==> src/rtl/ecpri_rma_resp_builder.sv <==
// eCPRI RMA response builder: writes a 16-byte header plus optional read payload byte-serially into the TX packet RAM.
// Latency start->done is 18 cycles (no payload) or 19+P; no backpressure, start is ignored while busy or during done.
module ecpri_rma_resp_builder #(
    parameter int unsigned ADDR_WIDTH = 16,
    parameter int unsigned MAX_LEN    = 1024,
    parameter int unsigned DST_BASE   = 0,
    parameter int unsigned ECPRI_REV  = 1
) (
    input  logic                  clk,
    input  logic                  reset,
    input  logic                  start,
    input  logic [1:0]            resp_type,
    input  logic [7:0]            acc_id,
    input  logic [15:0]           elem_id,
    input  logic [47:0]           rm_addr,
    input  logic [15:0]           rm_len,
    input  logic [ADDR_WIDTH-1:0] src_base,
    output logic [ADDR_WIDTH-1:0] src_addr,
    output logic                  src_oe,
    input  logic [7:0]            src_data,
    output logic [ADDR_WIDTH-1:0] dst_addr,
    output logic [7:0]            dst_data,
    output logic                  dst_we,
    output logic                  busy,
    output logic                  done,
    output logic [15:0]           pkt_len
);

    typedef enum logic [1:0] {S_IDLE, S_HDR, S_PAYLOAD, S_DONE} state_t;

    state_t                state_q, state_d;
    logic [15:0]           cnt_q, cnt_d;
    logic [7:0]            acc_id_q, acc_id_d;
    logic [15:0]           elem_id_q, elem_id_d;
    logic [47:0]           rm_addr_q, rm_addr_d;
    logic [15:0]           len_fld_q, len_fld_d;
    logic [15:0]           pay_len_q, pay_len_d;
    logic [7:0]            b5_q, b5_d;
    logic [ADDR_WIDTH-1:0] src_base_q, src_base_d;
    logic [ADDR_WIDTH-1:0] src_addr_q, src_addr_d;
    logic                  src_oe_q, src_oe_d;
    logic [ADDR_WIDTH-1:0] dst_addr_q, dst_addr_d;
    logic [7:0]            dst_data_q, dst_data_d;
    logic                  dst_we_q, dst_we_d;
    logic                  pay_wr_q, pay_wr_d;
    logic                  busy_q, busy_d;
    logic                  done_q, done_d;
    logic [15:0]           pkt_len_q, pkt_len_d;

    logic [15:0] psize;
    logic [7:0]  hdr_byte;
    logic        rd_ok;
    logic        wr_req;

    assign psize  = 16'd12 + pay_len_q;
    assign rd_ok  = (resp_type == 2'd0) && !(32'(rm_len) > MAX_LEN);
    assign wr_req = (resp_type == 2'd1);

    always_comb begin
        hdr_byte = 8'h00;
        case (cnt_q[3:0])
            4'd0:  hdr_byte = {4'(ECPRI_REV), 4'h0};
            4'd1:  hdr_byte = 8'h04;
            4'd2:  hdr_byte = psize[15:8];
            4'd3:  hdr_byte = psize[7:0];
            4'd4:  hdr_byte = acc_id_q;
            4'd5:  hdr_byte = b5_q;
            4'd6:  hdr_byte = elem_id_q[15:8];
            4'd7:  hdr_byte = elem_id_q[7:0];
            4'd8:  hdr_byte = rm_addr_q[47:40];
            4'd9:  hdr_byte = rm_addr_q[39:32];
            4'd10: hdr_byte = rm_addr_q[31:24];
            4'd11: hdr_byte = rm_addr_q[23:16];
            4'd12: hdr_byte = rm_addr_q[15:8];
            4'd13: hdr_byte = rm_addr_q[7:0];
            4'd14: hdr_byte = len_fld_q[15:8];
            4'd15: hdr_byte = len_fld_q[7:0];
        endcase
    end

    always_comb begin
        state_d    = state_q;
        cnt_d      = cnt_q;
        acc_id_d   = acc_id_q;
        elem_id_d  = elem_id_q;
        rm_addr_d  = rm_addr_q;
        len_fld_d  = len_fld_q;
        pay_len_d  = pay_len_q;
        b5_d       = b5_q;
        src_base_d = src_base_q;
        src_addr_d = src_addr_q;
        src_oe_d   = 1'b0;
        dst_addr_d = dst_addr_q;
        dst_data_d = dst_data_q;
        dst_we_d   = 1'b0;
        pay_wr_d   = 1'b0;
        busy_d     = busy_q;
        done_d     = 1'b0;
        pkt_len_d  = pkt_len_q;
        case (state_q)
            S_IDLE: begin
                // done_q marks the done cycle, where a new start must not be taken
                if (start && !done_q) begin
                    acc_id_d   = acc_id;
                    elem_id_d  = elem_id;
                    rm_addr_d  = rm_addr;
                    src_base_d = src_base;
                    pay_len_d  = rd_ok ? rm_len : 16'd0;
                    len_fld_d  = (rd_ok || wr_req) ? rm_len : 16'd0;
                    // Write responses never fail here, so every failure echoes a read request
                    b5_d       = rd_ok ? 8'h01 : (wr_req ? 8'h11 : 8'h02);
                    cnt_d      = 16'd0;
                    busy_d     = 1'b1;
                    pkt_len_d  = 16'd0;
                    state_d    = S_HDR;
                end
            end
            S_HDR: begin
                dst_we_d   = 1'b1;
                dst_addr_d = ADDR_WIDTH'(DST_BASE) + ADDR_WIDTH'(cnt_q);
                dst_data_d = hdr_byte;
                if (cnt_q == 16'd15) begin
                    cnt_d   = 16'd0;
                    state_d = (pay_len_q != 16'd0) ? S_PAYLOAD : S_DONE;
                end else begin
                    cnt_d = cnt_q + 16'd1;
                end
            end
            S_PAYLOAD: begin
                // cnt runs 0..P: reads issue for cnt<P, the write of byte cnt-1 follows its read
                if (cnt_q < pay_len_q) begin
                    src_oe_d   = 1'b1;
                    src_addr_d = src_base_q + ADDR_WIDTH'(cnt_q);
                end
                if (src_oe_q) begin
                    dst_we_d   = 1'b1;
                    pay_wr_d   = 1'b1;
                    dst_addr_d = ADDR_WIDTH'(DST_BASE) + ADDR_WIDTH'(15) + ADDR_WIDTH'(cnt_q);
                end
                if (cnt_q == pay_len_q) begin
                    state_d = S_DONE;
                end else begin
                    cnt_d = cnt_q + 16'd1;
                end
            end
            S_DONE: begin
                done_d    = 1'b1;
                busy_d    = 1'b0;
                pkt_len_d = 16'd16 + pay_len_q;
                state_d   = S_IDLE;
            end
            default: state_d = S_IDLE;
        endcase
    end

    always_ff @(posedge clk or posedge reset) begin
        if (reset) begin
            state_q    <= S_IDLE;
            cnt_q      <= '0;
            acc_id_q   <= '0;
            elem_id_q  <= '0;
            rm_addr_q  <= '0;
            len_fld_q  <= '0;
            pay_len_q  <= '0;
            b5_q       <= '0;
            src_base_q <= '0;
            src_addr_q <= '0;
            src_oe_q   <= 1'b0;
            dst_addr_q <= '0;
            dst_data_q <= '0;
            dst_we_q   <= 1'b0;
            pay_wr_q   <= 1'b0;
            busy_q     <= 1'b0;
            done_q     <= 1'b0;
            pkt_len_q  <= '0;
        end else begin
            state_q    <= state_d;
            cnt_q      <= cnt_d;
            acc_id_q   <= acc_id_d;
            elem_id_q  <= elem_id_d;
            rm_addr_q  <= rm_addr_d;
            len_fld_q  <= len_fld_d;
            pay_len_q  <= pay_len_d;
            b5_q       <= b5_d;
            src_base_q <= src_base_d;
            src_addr_q <= src_addr_d;
            src_oe_q   <= src_oe_d;
            dst_addr_q <= dst_addr_d;
            dst_data_q <= dst_data_d;
            dst_we_q   <= dst_we_d;
            pay_wr_q   <= pay_wr_d;
            busy_q     <= busy_d;
            done_q     <= done_d;
            pkt_len_q  <= pkt_len_d;
        end
    end

    // Payload bytes pass straight from the RAM read port to the write port
    assign dst_data = pay_wr_q ? src_data : dst_data_q;
    assign src_addr = src_addr_q;
    assign src_oe   = src_oe_q;
    assign dst_addr = dst_addr_q;
    assign dst_we   = dst_we_q;
    assign busy     = busy_q;
    assign done     = done_q;
    assign pkt_len  = pkt_len_q;

endmodule

==> config.mk <==
export PLATFORM = sky130hd
export DESIGN_NAME = ecpri_rma_resp_builder
export DESIGN_NICKNAME = d
export VERILOG_FILES = /design/src/rtl/ecpri_rma_resp_builder.sv
export SDC_FILE = /design/constraint.sdc
export NUM_CORES = 1
export LEC_CHECK = 0
export CAP_MARGIN = 20
export CORE_MARGIN = 4
export CORE_UTILIZATION = 40
export CTS_BUF_LIST = sky130_fd_sc_hd__clkbuf_8
export DETAILED_ROUTE_END_ITERATION = 8
export PLACE_DENSITY = 0.71
export SYNTH_ARGS = -nofsm -noshare
export SYNTH_HDL_FRONTEND = slang
export SYNTH_SLANG_ARGS = --single-unit
==> constraint.sdc <==
create_clock -name clk -period 14.8 [get_ports clk]
set_input_delay 2.22 -clock clk [delete_from_list [all_inputs] [get_ports clk]]
set_output_delay 2.22 -clock clk [all_outputs]
set_load 0.005 [all_outputs]
==> qor.txt, run 1 <==
status -> completed
Slew HR -> 24.4%
Max clock buf depth -> 3
Clock Latency Late Sink -> 0.53 ns
CP max FO -> 1
RSZ-0062 raised after global routing -> false
CTS tree -> built
Tmin final -> 5.56 ns
post-CTS sizing -> 0
most area-hungry cell type in the Yosys netlist -> dfrtp_1
FILL cells -> 2378
Syn Area/Cell -> 8.99 um2
post-route ant nets -> 0
Cell Rows -> 58
Root Driver -> clkbuf_8
post-synth top area share -> 48.5%
routability congestion estimate -> 0.882
drt wl/cell -> 17.9 um
Area Overhead vs Synth -> 26.1%
H-tree depth -> 2
DRC viols -> 0
fin. max-slew vios -> 0
die width -> 169 um
Overflow after GRT -> 0
reg-to-reg setup timing slack -> 11.56 ns
Die ar. -> 28700 um2
Storage cell area -> 5050 um2
layout cell share with drive strength beyond 1 -> 6.41%
count of final setup violators -> 0
post-CTS setup buffers -> 0
I/O pins -> 177
fin nets -> 1485
number of synthesized flops with an enable pin -> 0
vias in the first global route -> 8720
first-pass GRT wire length -> 47400 um
Hold WC Path Type -> reg2reg
largest net degree at the start of global routing -> 131
Sink Count -> 202
top_reg_cell synth -> dfrtp_1
Routed met3 length -> 2610 um
synthesized cell area -> 10400 um2
final wirelength -> 29900 um
highest metal used -> met5
final hold violation count -> 0
wire length on met1 -> 13500 um
count of input and output buffers -> 176
most numerous cell in the Yosys netlist -> nand2_1
asr flop ratio synth -> 100%
Peak Freq -> 0.180 GHz
Die H -> 169 um
Pre-Repair DR Iteration Count -> 6
# diodes -> 0
initial cell density of the core -> 41.1%
sequential-to-total area share from yosys stat -> 48.5%
part of the cycle the worst path needs -> 37.5%
Global Route Usage Sum -> 20.5%
Hold Buf Count CTS -> 0
commonest cells in the netlist -> nand2_1, dfrtp_1, o21ai_0
Layout Skew -> 0.0214 ns
met2 WL -> 13400 um
Via-to-Cell Ratio -> 5.36
Power Dens Cells -> 169 nW/um2
dpl hpwl -> 21100 um
clk slew on worst S/H paths -> 0.06 ns
Pleak -> 5.93 nW
1st-iter DRT viols -> 728
CP Capture Type -> output pin
initial antenna violation count -> 1
critical path class -> in2out
Crit path arrival time -> 3.34 ns
Mapped Cells -> 1160
hold slack -> 0.472 ns
post-synthesis net count -> 1324
max cap viols -> 0
yosys warns -> 0
Setup TNS -> 0 ns
Max IR drop VDD -> 0.0802 mV
Placeable Area -> 25400 um2
placed cells -> 1609
Finished Core Util -> 51.7%
Worst EP required -> 12.58 ns
Worst Tran Pin Value -> 1.13 ns
main area contributors after synthesis -> dfrtp_1, nand2_1, ha_1, xnor2_1, o21ai_0
Synth cell types -> 62
flops & latches, synth -> 202
via count -> 8959
crit path launch type -> input port
filler-free cell count of the finished design -> 1672
total CTS buffers -> 35
footprint of the multi-input gates -> 5010 um2
-- where the power goes --
part           internal [W]  switching [W]
registers          0.000752       0.000129
logic              0.000368       0.000491
clock network      0.000261       0.000226
total               0.00138       0.000846
-- final cells by class --
type,instances,area share [%]
sequential,202,38.5
multi-input combinational,861,38.1
clock buffer,43,4.50
inverter,33,1.00
tap,330,3.14
clock inverter,15,0.514
timing repair buffer,188,14.3
-- through the flow --
step	total power [W]	worst slack, ns	area, um2
final	0.00223	9.24	13100
after CTS	0.00222	9.24	13100
after detailed placement	0.00172	9.24	12400
after global placement	0.00170	9.26	12400
after floorplan	0.00140	7.07	10400
after global routing	0.00239	9.17	13100
-- worst paths after layout --
| path | startpoint | end | depth (start not counted) |
|---|---|---|---|
| worst min register to register | rm_addr_q[14] | rm_addr_q[14] | 2 |
| worst max-delay path | src_data[2] | dst_data[2] | 4 |
| min in group asynchronous | reset | dst_addr[9] | 2 |
| worst min-delay path | rm_addr_q[14] | rm_addr_q[14] | 2 |
| max in group asynchronous | reset | cnt_q[1] | 3 |
| worst max register to register | cnt_q[0] | src_addr[0] | 7 |
-- critical path: stages --
cell	delay [ns]
clkdlybuf4s50_1	0.46
nand2_1	0.04
o21ai_0	0.09
clkdlybuf4s50_1	0.53
-- cells in the final DEF, fill, tap and decap left out, types with 11 or more instances in the layout --
cell type / count
o21ai_0: 70
nand2_1: 363
xnor2_1: 52
a21oi_1: 26
nand3_1: 25
a22o_1: 32
ha_1: 46
nor3_1: 11
nor2_1: 62
clkbuf_8: 43
clkdlybuf4s50_1: 176
nand4_1: 11
nor4_1: 12
dfrtp_1: 202
mux2_2: 14
inv_1: 42
-- kinds of logic (layout without fill, tap and decap cells) --
logic type	after synthesis	after routing	synth area share [%]
AO/OA/AOI/OAI	212	212	14.0
XOR/XNOR	59	59	4.96
adder cells (fa/ha/maj)	47	47	5.71
buffers and inverters	97	279	3.62
flip-flops	202	202	48.5
multiplexers	20	20	2.33
AND/OR/NAND/NOR	523	523	20.9
-- layer usage --
| metal | up-vias | global-route usage [%] |
|---|---|---|
| met2 | 314 | 30.5 |
| li1 | 4290 | - |
| met5 | - | 0 |
| met1 | 4311 | 29.8 |
| met3 | 42 | 5.50 |
| met4 | 2 | 5.01 |
-- flip-flops by register name (all words and copies together), names as in the netlist, 16 cells and up --
signal	flops
dst_addr	16
src_addr	16
cnt_q	16
pkt_len	16
rm_addr_q	48
pay_len_q	16
src_base_q	16
elem_id_q	16
len_fld_q	16
(Power assumes the default switching activity.)
==> run 2: changes to the inputs <==
- clock period: 14.8 -> 5.37 ns (I/O delays scaled with it)
==> run 2 against run 1 <==
Compared with the run above: die area unchanged; via count down 0.38%; critical endpoint is now src_addr[0]; combinational power grew to 2.8 times the previous value; sequential cell count unchanged; sequential power grew to 2.8 times the previous value.
==> qor.txt, run 2 (synthesis results as in run 1) <==
Power Dens Cells -> 470 nW/um2
Worst Reg-to-Reg Cells -> 7
max cap viols -> 0
vias in the first global route -> 8607
initial cell density of the core -> 41.1%
Die H -> 169 um
crit path launch type -> register
Sink Count -> 202
Post-DP Area -> 12500 um2
fin nets -> 1488
max reg flops -> 48
CTS tree -> built
delay-heaviest family, CP -> simple AND/OR/NAND/NOR gates
Peak Freq -> 0.318 GHz
Finished Core Util -> 52.1%
Overflow after GRT -> 0
Placeable Area -> 25400 um2
hold path depth -> 2
CP max FO -> 32
Die ar. -> 28700 um2
Area Overhead vs Synth -> 26.8%
most frequent cells in the layout -> nand2_1, dfrtp_1, clkdlybuf4s50_1
most common cell after layout, fill and taps aside -> nand2_1
final wirelength -> 30400 um
Pre-Repair DR Iteration Count -> 5
post-route ant nets -> 0
hold slack -> 0.471 ns
Max IR drop VDD -> 0.244 mV
DRC viols -> 0
worst-path cell chain -> inv_1, ha_1, nor2b_1, o211ai_1, a2111oi_0, or3_1, mux2_2
status -> completed
Tmin final -> 3.14 ns
fin. max-slew vios -> 0
drt wl/cell -> 18.1 um
Hold Buf Count CTS -> 0
post-CTS setup buffers -> 0
WP buf/inv -> 1
via count -> 8925
Critical Path Stages -> 7
count of input and output buffers -> 176
layout cell share with drive strength beyond 1 -> 7.06%
dpl hpwl -> 21800 um
# diodes -> 0
routability congestion estimate -> 0.923
Crit path arrival time -> 3.53 ns
largest net degree at the start of global routing -> 124
Global Route Usage Sum -> 20.6%
largest register by flop count -> rm_addr_q
final hold violation count -> 0
die width -> 169 um
Clock Latency Late Sink -> 0.53 ns
Setup TNS -> 0 ns
1st-iter DRT viols -> 715
Worst Tran Pin Value -> 1.09 ns
I/O pins -> 177
clk slew on worst S/H paths -> 0.06 ns
Pleak -> 5.94 nW
Final Instance Area -> 13200 um2
Slowest cell on crit path -> or3_1
Max clock buf depth -> 3
RSZ-0062 raised after global routing -> false
Cell Rows -> 58
critical path class -> reg2reg
Layout Skew -> 0.0379 ns
total CTS buffers -> 35
slowest cell delay on critical path -> 0.81 ns
post-CTS sizing -> 0
first-pass GRT wire length -> 47400 um
Root Driver -> clkbuf_8
Hold WC Path Type -> reg2reg
Slew HR -> 27.6%
CP Capture Type -> register
Via-to-Cell Ratio -> 5.33
H-tree depth -> 2
part of the cycle the worst path needs -> 58.6%
Worst EP required -> 5.76 ns
initial antenna violation count -> 0
count of final setup violators -> 0
==> run 2: report_power, final <==
group / switching (W) / internal (W)
sequential: 0.000363 / 0.00207
combinational: 0.00137 / 0.00101
clock: 0.000621 / 0.000779
total: 0.00235 / 0.00386
==> run 2: path summary, 6_finish.rpt <==
kind,end,startpoint,slack [ns]
worst max-delay path,src_addr[0],cnt_q[0],2.23
worst min-delay path,acc_id_q[6],acc_id_q[6],0.47
worst max register to register,src_addr[0],cnt_q[0],2.23
worst min register to register,acc_id_q[6],acc_id_q[6],0.47
max in group asynchronous,src_addr[5],reset,3.97
min in group asynchronous,rm_addr_q[34],reset,0.65
==> run 2: layout make-up <==
class / count / area, um2
Multi-Input combinational cell: 861 / 5010
Clock buffer: 47 / 647
Fill cell: 2366 / 12200
Clock inverter: 11 / 57.6
Sequential cell: 202 / 5050
Tap cell: 330 / 413
Inverter: 33 / 128
Timing Repair Buffer: 191 / 1920
==> run 2: layer usage <==
layer	up-vias	global-route usage [%]	wire (um)
li1	4289	-	-
met1	4260	31.0	14300
met2	326	30.5	13200
met3	50	3.82	2290
met4	0	5.74	640
met5	-	0	0
==> run 2: stage by stage <==
stage | power (W) | cells | setup WS, ns
global route | 0.00665 | 1675 | 2.02
finish | 0.00622 | 1675 | 2.23
CTS | 0.00622 | 1672 | 2.27
detailed placement | 0.00479 | 1614 | 2.11
floorplan | 0.00386 | 1160 | 1.95
global placement | 0.00472 | 1613 | 2.23
==> run 2: worst reg2reg max path, stage by stage (launching register included) <==
cell and delay (ns):
dfrtp_1 0.51, inv_1 0.22, ha_1 0.25, nor2b_1 0.13
o211ai_1 0.09, a2111oi_0 0.58, or3_1 0.81, mux2_2 0.42
